**src/rtl/kernel3_fifo_srl_ctrl.sv**
```systemverilog
// kernel3_fifo_srl_ctrl
//   Occupancy and handshake controller for the kernel3 shift-register FIFO.
//   The storage it drives is an SRL array. When the storage sees we = 1, every
//   entry moves up one slot and new data enters slot 0. The storage output
//   dout is read from slot addr. This block holds no data of its own.
//
// Ports
//   clk          in   clock; all state updates on its rising edge
//   reset        in   synchronous, active-high reset
//   if_write_ce  in   producer clock enable
//   if_write     in   producer write request
//   if_full_n    out  1 = space available (registered)
//   if_read_ce   in   consumer clock enable
//   if_read      in   consumer read request
//   if_empty_n   out  1 = data valid at storage dout (registered)
//   shift_we     out  storage shift/write enable (combinational, equals push)
//   shift_addr   out  storage read slot of the oldest entry (registered)
//   usedw        out  occupancy, 0..DEPTH (registered)
//   err_flag     out  sticky overflow/underflow-attempt flag
//
// Build option
//   KERNEL3_FIFO_SRL_CTRL_ERR_EN: when defined, err_flag records any write
//   attempt while full and any read attempt while empty. When undefined,
//   err_flag is tied to 0.

module kernel3_fifo_srl_ctrl #(
    parameter int unsigned ADDR_WIDTH = 1,
    parameter int unsigned DEPTH      = 2
) (
    input  logic                  clk,
    input  logic                  reset,
    input  logic                  if_write_ce,
    input  logic                  if_write,
    output logic                  if_full_n,
    input  logic                  if_read_ce,
    input  logic                  if_read,
    output logic                  if_empty_n,
    output logic                  shift_we,
    output logic [ADDR_WIDTH-1:0] shift_addr,
    output logic [ADDR_WIDTH:0]   usedw,
    output logic                  err_flag
);

    localparam logic [ADDR_WIDTH:0] DepthW = (ADDR_WIDTH + 1)'(DEPTH);

    typedef enum logic [1:0] {
        StEmpty,
        StPartial,
        StFull
    } state_e;

    state_e state;

    logic push;
    logic pop;

    // The full/empty flags gate the requests. Writes while full and reads
    // while empty are therefore dropped here.
    assign push     = if_write & if_write_ce & if_full_n;
    assign pop      = if_read & if_read_ce & if_empty_n;
    assign shift_we = push;

    always_ff @(posedge clk) begin
        if (reset) begin
            state      <= StEmpty;
            usedw      <= '0;
            shift_addr <= '0;
            if_full_n  <= 1'b1;
            if_empty_n <= 1'b0;
        end else begin
            unique case ({push, pop})
                2'b10: begin
                    usedw      <= usedw + 1'b1;
                    if_empty_n <= 1'b1;
                    // Leaving empty, the single entry sits in slot 0.
                    if (state != StEmpty) begin
                        shift_addr <= shift_addr + ADDR_WIDTH'(1);
                    end
                    if (usedw + 1'b1 == DepthW) begin
                        state     <= StFull;
                        if_full_n <= 1'b0;
                    end else begin
                        state <= StPartial;
                    end
                end
                2'b01: begin
                    usedw     <= usedw - 1'b1;
                    if_full_n <= 1'b1;
                    if (usedw == (ADDR_WIDTH + 1)'(1)) begin
                        state      <= StEmpty;
                        if_empty_n <= 1'b0;
                        shift_addr <= '0;
                    end else begin
                        state      <= StPartial;
                        shift_addr <= shift_addr - ADDR_WIDTH'(1);
                    end
                end
                // When push and pop happen together, the shift moves the oldest
                // entry up one slot while the pop retires it. Nothing changes here.
                default: begin
                end
            endcase
        end
    end

`ifdef KERNEL3_FIFO_SRL_CTRL_ERR_EN
    always_ff @(posedge clk) begin
        if (reset) begin
            err_flag <= 1'b0;
        end else if ((if_write & if_write_ce & ~if_full_n) |
                     (if_read & if_read_ce & ~if_empty_n)) begin
            err_flag <= 1'b1;
        end
    end
`else
    assign err_flag = 1'b0;
`endif

endmodule

```
**config.mk**
```make
export PLATFORM = sky130hd
export DESIGN_NAME = kernel3_fifo_srl_ctrl
export DESIGN_NICKNAME = d
export VERILOG_FILES = /design/src/rtl/kernel3_fifo_srl_ctrl.sv
export SDC_FILE = /design/constraint.sdc
export NUM_CORES = 1
export LEC_CHECK = 0
export BUFFER_PORTS_ARGS = -buffer_cell sky130_fd_sc_hd__buf_2
export CAP_MARGIN = 20
export CORE_AREA = 4 4 41 43
export DETAILED_ROUTE_END_ITERATION = 8
export DIE_AREA = 0 0 45 47
export GPL_ROUTABILITY_DRIVEN = 0
export MAX_ROUTING_LAYER = met4
export PLACE_DENSITY = 0.54
export SKIP_LAST_GASP = 1
export SLEW_MARGIN = 20
export SYNTH_ARGS = -nofsm -noshare
export SYNTH_HDL_FRONTEND = slang
export SYNTH_SLANG_ARGS = --single-unit
```
**constraint.sdc**
```tcl
create_clock -name clk -period 1.5 [get_ports clk]
set_input_delay 0.225 -clock clk [delete_from_list [all_inputs] [get_ports clk]]
set_output_delay 0.225 -clock clk [all_outputs]
set_load 0.01 [all_outputs]
```
==> results of run 1 <==
[synthesized netlist by cell type (2+ instances only)]
| cell | count |
|---|---|
| nand3_1 | 2 |
| ha_1 | 6 |
| o21ai_0 | 2 |
| nor2_1 | 7 |
| a21oi_1 | 5 |
| nor3b_1 | 2 |
| inv_1 | 4 |
| dfxtp_1 | 7 |
[report_power, final]
part	switching, mW	internal (mW)	leakage, nW	total, mW
Combinational	0.0479	0.0477	0.192	0.0956
Sequential	0.00976	0.200	0.0573	0.209
Clock	0.0654	0.101	0.0150	0.167
Total	0.123	0.348	0.264	0.472
[metal layers]
| metal | share of wire | GRT usage | up-vias |
|---|---|---|---|
| li1 | - | - | 188 |
| met1 | 0.47 | 0.1101 | 164 |
| met2 | 0.43 | 0.1186 | 11 |
| met3 | 0.088 | 0.06897 | 2 |
| met4 | 0.0052 | 0.03509 | 0 |
| met5 | 0 | - | - |
[final cells by class]
| class | count | area, um^2 | share of cell area |
|---|---|---|---|
| timing repair buffer | 14 | 77.57 | 0.1459 |
| clock buffer | 4 | 26.28 | 0.04941 |
| multi-input combinational | 34 | 254.0 | 0.4776 |
| sequential | 7 | 140.1 | 0.2635 |
| tap | 15 | 18.77 | 0.03529 |
| inverter | 4 | 15.01 | 0.02824 |
[state kept, by name (all words and copies together), names as in the netlist]
signal / cells
usedw: 2
if_full_n: 1
state: 2
if_empty_n: 1
shift_addr: 1
[worst max-delay path, stage by stage, from the launching register on]
cell      delay (ps)
dfxtp_1          330
nand3_2           80
inv_1             60
ha_1             230
nor3b_2          170
a2111o_1         370
a21oi_1          130
[cell families (layout without fill, tap and decap cells)]
group / Yosys count / in the layout / synth area share
simple gates: 14 / 14 / 0.1749
compound gates: 10 / 10 / 0.1503
flops: 7 / 7 / 0.3435
fa+ha+maj: 6 / 6 / 0.1840
buf+inv: 6 / 22 / 0.06440
mux: 2 / 2 / 0.05215
other cells: 1 / 1 / 0.009194
xor+xnor: 1 / 1 / 0.02148
[worst paths after layout]
check | to | slack (ps) | cells after the start
max | shift_addr$_SDFFE_PP0P_ | 60 | 6
min | state[0]$_SDFFE_PP0P_ | 240 | 2
max reg2reg | shift_addr$_SDFFE_PP0P_ | 60 | 6
min reg2reg | state[0]$_SDFFE_PP0P_ | 510 | 2
[repair_timing]
item / in CTS / in global routing
gates resized for setup: 0 / 3
setup endpoints to repair: 0 / 2
setup buffers: 0 / 0
[per-stage QoR]
stage	instance area [um^2]	hold WS [ps]	setup TNS, ps	std cells	util
2_1_floorplan	407.9	294.1	0	47	-
3_3_place_gp	493.0	489.3	0	74	0.3788
3_5_place_dp	493.0	490.0	0	74	0.3788
4_1_cts	519.2	228.7	0	78	0.3990
5_1_grt	531.8	226.9	-63.53	78	0.4087
6_report	531.8	238.8	0	78	0.4087
==> results.ini, run 1 <==
[sta]
drv_slew=0
timing.fmax_mhz=693.9
setup_viol=0
skew_ps=2.717
setup_slack_ps=58.83
finalCriticalPeriod_ps=1441
rsz0062_at_grt=true
period_share=0.9608
hold_viol_final=0

[worst_setup_path]
critPathRequiredTime_ps=1680
timing.rr.start=if_full_n$_SDFFE_PP1P_
criticalPathCategory=reg2reg
critPathMaxFanout=4
cp-end-kind=flip-flop
crit_arrival_ps=1620
crit_start=if_full_n$_SDFFE_PP1P_
cp-start-kind=flip-flop

[global_route]
antenna_found_initial=0
grt_max_degree=8
first_global_vias=328
grt_pass1_wl_mm=1.290
track_usage=0.09329
grt_overflow=0

[logic_synthesis]
syn_nets=59
synth_area_leader_cell=dfxtp_1
yosysWarnings=0
ys_async_sr_fraction=0
ys.flop_type=dfxtp_1
syn_inst=47
yosysUniqueCellTypes=20
yosysSeqAreaShare=0.3436
syn_area_per_cell_um2=8.679
syn_area_um2=407.9
synth-edff-count=0
synthTopCellsByArea=dfxtp_1 (34%), ha_1 (18%), nor2_1 (6.4%), a21oi_1 (6.1%), inv_1 (3.7%)
yosys_register_bits=7
synth_top_area_frac=0.3436

[clock_network]
cts_buffers=3
ctsHoldBuffers=0
root_buffer=clkbuf_4
clkTransAtPathRegs_ps=50
clock_path_buffers=2
htreeDepth=1
cts_tree=built
clk_latency_ps=250
cts_sinks=7

[placement]
io_buffers=11
dp_hpwl_um=594.7
dpl_worst_slack_ps=21.51

[drt]
vias=365
detail_route.first_pass.iterations=4
vias_per_cell=4.679
ant_nets=0
wire_per_inst_um=9.936
postRouteWirelength_um=775
drc_errors=0
first_iter_violations=3

[floorplan]
die_y_um=47
core-area_um2=1301
num_io_pins=13
dieArea_um2=2115
rows=13
start_util=0.3135
fp.dieW_um=45

[layout]
layout.nets=76
final_cell_mix=buf_2 (11), nor2_1 (7), dfxtp_1 (7)
area_growth_pct=30.37
layout-drive-gt1-share=0.3492
final_common_cell=buf_2
nFillCells=147
insertedDiodeCount=0

[worst_hold_path]
worstHoldStart=reset
worstHoldPathType=in2reg

[status]
status=finished, final reports clean

[power]
ir_drop_uv=625.9
p_total_mw=0.4716
p_leak_nw=0.2639
power_density_nw_per_um2=886.8

[run]
maxCapViolations=0

Note: power is estimated with default switching activity, not from simulation.
==> inputs of run 2 (changes only) <==
--- a/config.mk
+++ b/config.mk
@@ -5,14 +5,16 @@
 export SDC_FILE = /design/constraint.sdc
 export NUM_CORES = 1
 export LEC_CHECK = 0
+export ABC_AREA = 1
 export BUFFER_PORTS_ARGS = -buffer_cell sky130_fd_sc_hd__buf_2
 export CAP_MARGIN = 20
 export CORE_AREA = 4 4 41 43
+export CTS_CLUSTER_DIAMETER = 60
 export DETAILED_ROUTE_END_ITERATION = 8
 export DIE_AREA = 0 0 45 47
 export GPL_ROUTABILITY_DRIVEN = 0
 export MAX_ROUTING_LAYER = met4
-export PLACE_DENSITY = 0.54
+export PLACE_DENSITY = 0.55
 export SKIP_LAST_GASP = 1
 export SLEW_MARGIN = 20
 export SYNTH_ARGS = -nofsm -noshare
==> run 2 against run 1 <==
  * Worst hold slack got worse by 77 ps
  * Critical path depth fell by 1
  * Routed wire length rose by 0.77%
  * Combinational power rose by 2.7%
==> results.ini, run 2 <==
[logic_synthesis]
synth_area_leader_cell=dfxtp_1
yosysUniqueCellTypes=16
syn_area_per_cell_um2=7.227
synthTopCellsByArea=dfxtp_1 (33%), ha_1 (18%), nand2_1 (13%), inv_1 (5.4%), a21oi_1 (4.8%)
ys_async_sr_fraction=0
ys.flop_type=dfxtp_1
yosysWarnings=0
yosysSeqAreaShare=0.3343
syn_area_um2=419.2
synth-edff-count=0
synth_common_cells=nand2_1 (15), dfxtp_1 (7), ha_1 (6), inv_1 (6), a21oi_1 (4)
synth_top_area_frac=0.3343
yosys_register_bits=7
syn_nets=70
yosysMostFrequentCell=nand2_1
syn_inst=58

[worst_setup_path]
cp_slowest_stage_delay_ps=400
cp_num_buf_inv=1
cp-start-kind=flip-flop
crit_slowest_cell=ha_1
critPathRequiredTime_ps=1650
reg2reg_depth=5
cp-end-kind=flip-flop
cp.depth=5
criticalPathCategory=reg2reg
crit_arrival_ps=1380
cp_top_family=adder cells
crit_chain=nand3_1, ha_1, inv_2, o21ai_1, nor2_1
critPathMaxFanout=5

[layout]
stdcell_count=87
final_cell_mix=nand2_1 (15), buf_2 (11), dfxtp_1 (7)
insertedDiodeCount=0
layout.nets=85
layout-drive-gt1-share=0.2778
top_regs=state x2, usedw x2
area_growth_pct=22.09
final_common_cell=nand2_1

[drt]
ant_nets=0
vias=380
vias_per_cell=4.368
first_iter_violations=4
drc_errors=0
postRouteWirelength_um=781
detail_route.first_pass.iterations=4
wire_per_inst_um=8.977

[placement]
dp_hpwl_um=634.6
dp_cells=83
io_buffers=11

[floorplan]
die_y_um=47
start_util=0.3221
rows=13
dieArea_um2=2115
fp.dieW_um=45
core-area_um2=1301
num_io_pins=13

[global_route]
track_usage=0.09992
grt_max_degree=7
antenna_found_initial=0
grt_pass1_wl_mm=1.400
grt_overflow=0
first_global_vias=354

[clock_network]
clk_latency_ps=250
clock_path_buffers=2
root_buffer=clkbuf_4
clkTransAtPathRegs_ps=60
htreeDepth=1
ctsResizeCount=0
cts_tree=built
post_cts_buffers=0
cts_sinks=7
cts_buffers=3
ctsHoldBuffers=0

[run]
maxCapViolations=0

[power]
power_density_nw_per_um2=952.7
p_leak_nw=0.2865
ir_drop_uv=548.7

[sta]
timing.fmax_mhz=812.4
skew_ps=5.168
drv_slew=0
finalCriticalPeriod_ps=1231
finalSetupTns_ps=0
rsz0062_at_grt=false
period_share=0.8207
setup_viol=0
hold_viol_final=0

[status]
status=finished, final reports clean

[worst_hold_path]
hold_depth=2
worstHoldPathType=in2reg

==> run 2: cell types whose count changed after synthesis, sizes merged, moves of 2 or more <==
| cell | previous run | this run |
|---|---|---|
| nor3b | 2 | 0 |
| nand2 | 1 | 17 |
| inv | 4 | 9 |
| nor2 | 7 | 4 |
==> run 2: stage by stage <==
stage / setup slack [ps] / hold slack, ps / power (mW) / area [um^2] / utilization
after floorplan: 273.1 / 294.1 / 0.2878 / 419.2 / -
after global placement: 285.4 / 425.1 / 0.3159 / 485.5 / 0.3731
after detailed placement: 258.4 / 423.5 / 0.3174 / 485.5 / 0.3731
after CTS: 267.9 / 154.0 / 0.4998 / 511.7 / 0.3933
after global routing: 144.8 / 156.4 / 0.5331 / 511.7 / 0.3933
final: 269.0 / 162.0 / 0.4876 / 511.7 / 0.3933
==> run 2: metal layers <==
layer,vias up,global-route usage,part of all wire
met1,161,0.1126,0.47
li1,205,-,-
met5,-,-,0
met2,12,0.1384,0.43
met3,2,0.05747,0.087
met4,0,0.05263,0.013
==> run 2: worst paths after layout <==
| path | start | end | slack (ps) |
|---|---|---|---|
| setup / recovery | if_full_n$_SDFFE_PP1P_ | state[1]$_SDFFE_PP0P_ | 270 |
| hold / removal | reset | usedw[0]$_SDFFE_PP0P_ | 160 |
| setup reg to reg | if_full_n$_SDFFE_PP1P_ | state[1]$_SDFFE_PP0P_ | 270 |
| hold reg to reg | if_full_n$_SDFFE_PP1P_ | if_full_n$_SDFFE_PP1P_ | 480 |
==> run 2: layout make-up <==
cell class	instances	area, um^2
inverter	9	33.78
clock buffer	4	26.28
tap	15	18.77
multi-input combinational	41	237.7
fill	152	789.5
timing repair buffer	11	55.05
sequential	7	140.1
==> run 2: cells by family after synthesis <==
| logic type | Yosys count | synth area share |
|---|---|---|
| other | 1 | 0.008947 |
| and+or+nand+nor | 26 | 0.2746 |
| adders and majority gates | 6 | 0.1791 |
| DFF | 7 | 0.3343 |
| AOI/OAI and AO/OA | 7 | 0.08357 |
| buffers and inverters | 10 | 0.09851 |
| xor gates and xnor gates | 1 | 0.02090 |
==> run 2: worst register-to-register path: stages, from the launching register on <==
cell and delay (ps):
dfxtp_1 340, nand3_1 140, ha_1 400, inv_2 70, o21ai_1 120, nor2_1 50
==> run 2: power by group <==
group          internal, mW  total [mW]  switching [mW]
clock network         0.102       0.175          0.0733
registers             0.203       0.214          0.0111
logic                0.0431      0.0982          0.0551
total                 0.348       0.488           0.139
==> inputs of run 3 (changes only) <==
--- a/config.mk
+++ b/config.mk
@@ -5,7 +5,7 @@
 export SDC_FILE = /design/constraint.sdc
 export NUM_CORES = 1
 export LEC_CHECK = 0
-export ABC_AREA = 1
+export ABC_AREA = 0
 export BUFFER_PORTS_ARGS = -buffer_cell sky130_fd_sc_hd__buf_2
 export CAP_MARGIN = 20
 export CORE_AREA = 4 4 41 43
@@ -14,7 +14,7 @@
 export DIE_AREA = 0 0 45 47
 export GPL_ROUTABILITY_DRIVEN = 0
 export MAX_ROUTING_LAYER = met4
-export PLACE_DENSITY = 0.55
+export PLACE_DENSITY = 0.54
 export SKIP_LAST_GASP = 1
 export SLEW_MARGIN = 20
 export SYNTH_ARGS = -nofsm -noshare
==> constraint.sdc (replaced) <==
create_clock -name clk -period 1.2 [get_ports clk]
set_input_delay 0.18 -clock clk [delete_from_list [all_inputs] [get_ports clk]]
set_output_delay 0.18 -clock clk [all_outputs]
set_load 0.01 [all_outputs]
==> run 3 against run 2 <==
  * The run now ends with negative setup slack left
  * Maximum frequency down 6.2%
  * Clock-buffer cell count unchanged
  * Clock power up 26%
  * Non-clock buffer count up 11
  * Via count up 3.9%
  * Routed wire length up 23%
  * Sequential power up 21%
  * Register-to-register slack worse by 380 ps
  * Critical endpoint is now shift_addr$_SDFFE_PP0P_
  * Largest power group unchanged
  * Highest routed layer unchanged
==> results.ini, run 3 (synthesized netlist as in run 1, its figures left out) <==
[worst_setup_path]
cp-end-kind=flip-flop
timing.rr.start=if_full_n$_SDFFE_PP1P_
crit_chain=nand3_4, inv_4, ha_4, nor2_4, a2111o_1, a21oi_2
crit_slowest_cell=a2111o_1
cp_slowest_stage_delay_ps=400
cp_top_family=compound AO/OA/AOI/OAI gates
critPathMaxFanout=3
criticalPathCategory=reg2reg
reg2reg_depth=6
cp_num_buf_inv=1
cp-start-kind=flip-flop
crit_start=if_full_n$_SDFFE_PP1P_
crit_arrival_ps=1510
critPathRequiredTime_ps=1400
cp.depth=6

[placement]
io_buffers=11
dp_cells=80
dp_hpwl_um=709.9
dpl_worst_slack_ps=-128.7

[drt]
first_iter_violations=4
wire_per_inst_um=11.15
drc_errors=0
postRouteWirelength_um=959
ant_nets=0
detail_route.first_pass.iterations=3
vias_per_cell=4.593
vias=395

[worst_hold_path]
worstHoldPathType=in2reg
hold_depth=2
worstHoldStart=reset

[sta]
setup_viol=6
finalSetupTns_ps=-381.0
drv_slew=0
rsz0062_at_grt=true
hold_slack_ps=189.0
hold_viol_final=0
skew_ps=3.451
setup_slack_ps=-113.0
timing.fmax_mhz=761.6
period_share=1.094
finalCriticalPeriod_ps=1313

[layout]
insertedDiodeCount=0
layout.nets=84
top_regs=state x2, usedw x2
layout-drive-gt1-share=0.5915
stdcell_count=86
finalCoreUtilization=0.5279
final_cell_mix=buf_2 (10), buf_4 (10), nor2_1 (5), dfxtp_1 (5), a21oi_1 (4)
area_growth_pct=68.41

[clock_network]
clock_path_buffers=2
root_buffer=clkbuf_4
ctsHoldBuffers=0
cts_sinks=7
cts_tree=built
cts_buffers=3
htreeDepth=1
clkTransAtPathRegs_ps=50
clk_latency_ps=260

[floorplan]
core-area_um2=1301
dieArea_um2=2115
num_io_pins=13
start_util=0.3135
rows=13
fp.dieW_um=45
die_y_um=47

[global_route]
grt_pass1_wl_mm=1.621
use_met3=0.06897
antenna_found_initial=0
met2_usage=0.1780
use_met1=0.1281
top_usage_layer=met2
grt_max_degree=8
first_global_vias=366
track_usage=0.1194
grt_overflow=0

[status]
status=complete, but fails checks
violations=negative setup slack

[power]
ir_drop_uv=618.8
power_density_nw_per_um2=955.1
p_leak_nw=0.3101

[run]
maxCapViolations=0

[run 3: cell count changes in the layout (fill, tap and decap cells not counted), sizes merged, moves of 2 or more]
cell,delta
nand2,-16
nor3b,+2
inv,-5
nor2,+3
buf,+11
[run 3: final timing paths]
kind | slack, ps | end
max reg2reg | -110 | shift_addr$_SDFFE_PP0P_
max | -110 | shift_addr$_SDFFE_PP0P_
min reg2reg | 510 | state[0]$_SDFFE_PP0P_
min | 190 | if_empty_n$_SDFFE_PP0P_
[run 3: through the flow]
step	total power [mW]	area (um^2)
detailed placement	0.4203	609.3
global placement	0.4196	609.3
global route	0.7030	686.9
finish	0.6560	686.9
floorplan	0.3625	489.2
CTS	0.6511	653.1
[run 3: final cells by class]
type / instances / area, um^2
clock buffers: 4 / 26.28
inverters: 4 / 20.02
repair buffers: 22 / 147.6
flip-flops and latches: 7 / 147.6
fillers: 136 / 614.3
multi-input cells: 34 / 326.6
well taps: 15 / 18.77
[run 3: power breakdown]
| group | switching [mW] | internal (mW) |
|---|---|---|
| Clock | 0.0940 | 0.127 |
| Sequential | 0.0120 | 0.248 |
| Combinational | 0.0829 | 0.0922 |
[run 3: worst register-to-register path: cells and delay by family (launching register included)]
family,cells,cell delay (ps)
fa+ha+maj,1,150
flops,1,350
buf+inv,1,90
compound gates,2,520
simple gates,2,140
[run 3: what timing repair did]
| action | CTS | global route |
|---|---|---|
| gates resized for setup | 5 | 4 |
| gates cloned | 0 | 0 |
| setup endpoints to repair | 7 | 8 |
| buffers inserted | 0 | 2 |
| hold endpoints to repair | 0 | 0 |
| pin swaps | 6 | 1 |
[run 3: layer usage]
layer | share of wire | wire (um) | vias up
met5 | 0 | 0 | -
met4 | 0.022 | 21 | 0
met3 | 0.075 | 72 | 5
met2 | 0.49 | 469 | 9
met1 | 0.41 | 395 | 175
li1 | - | - | 206
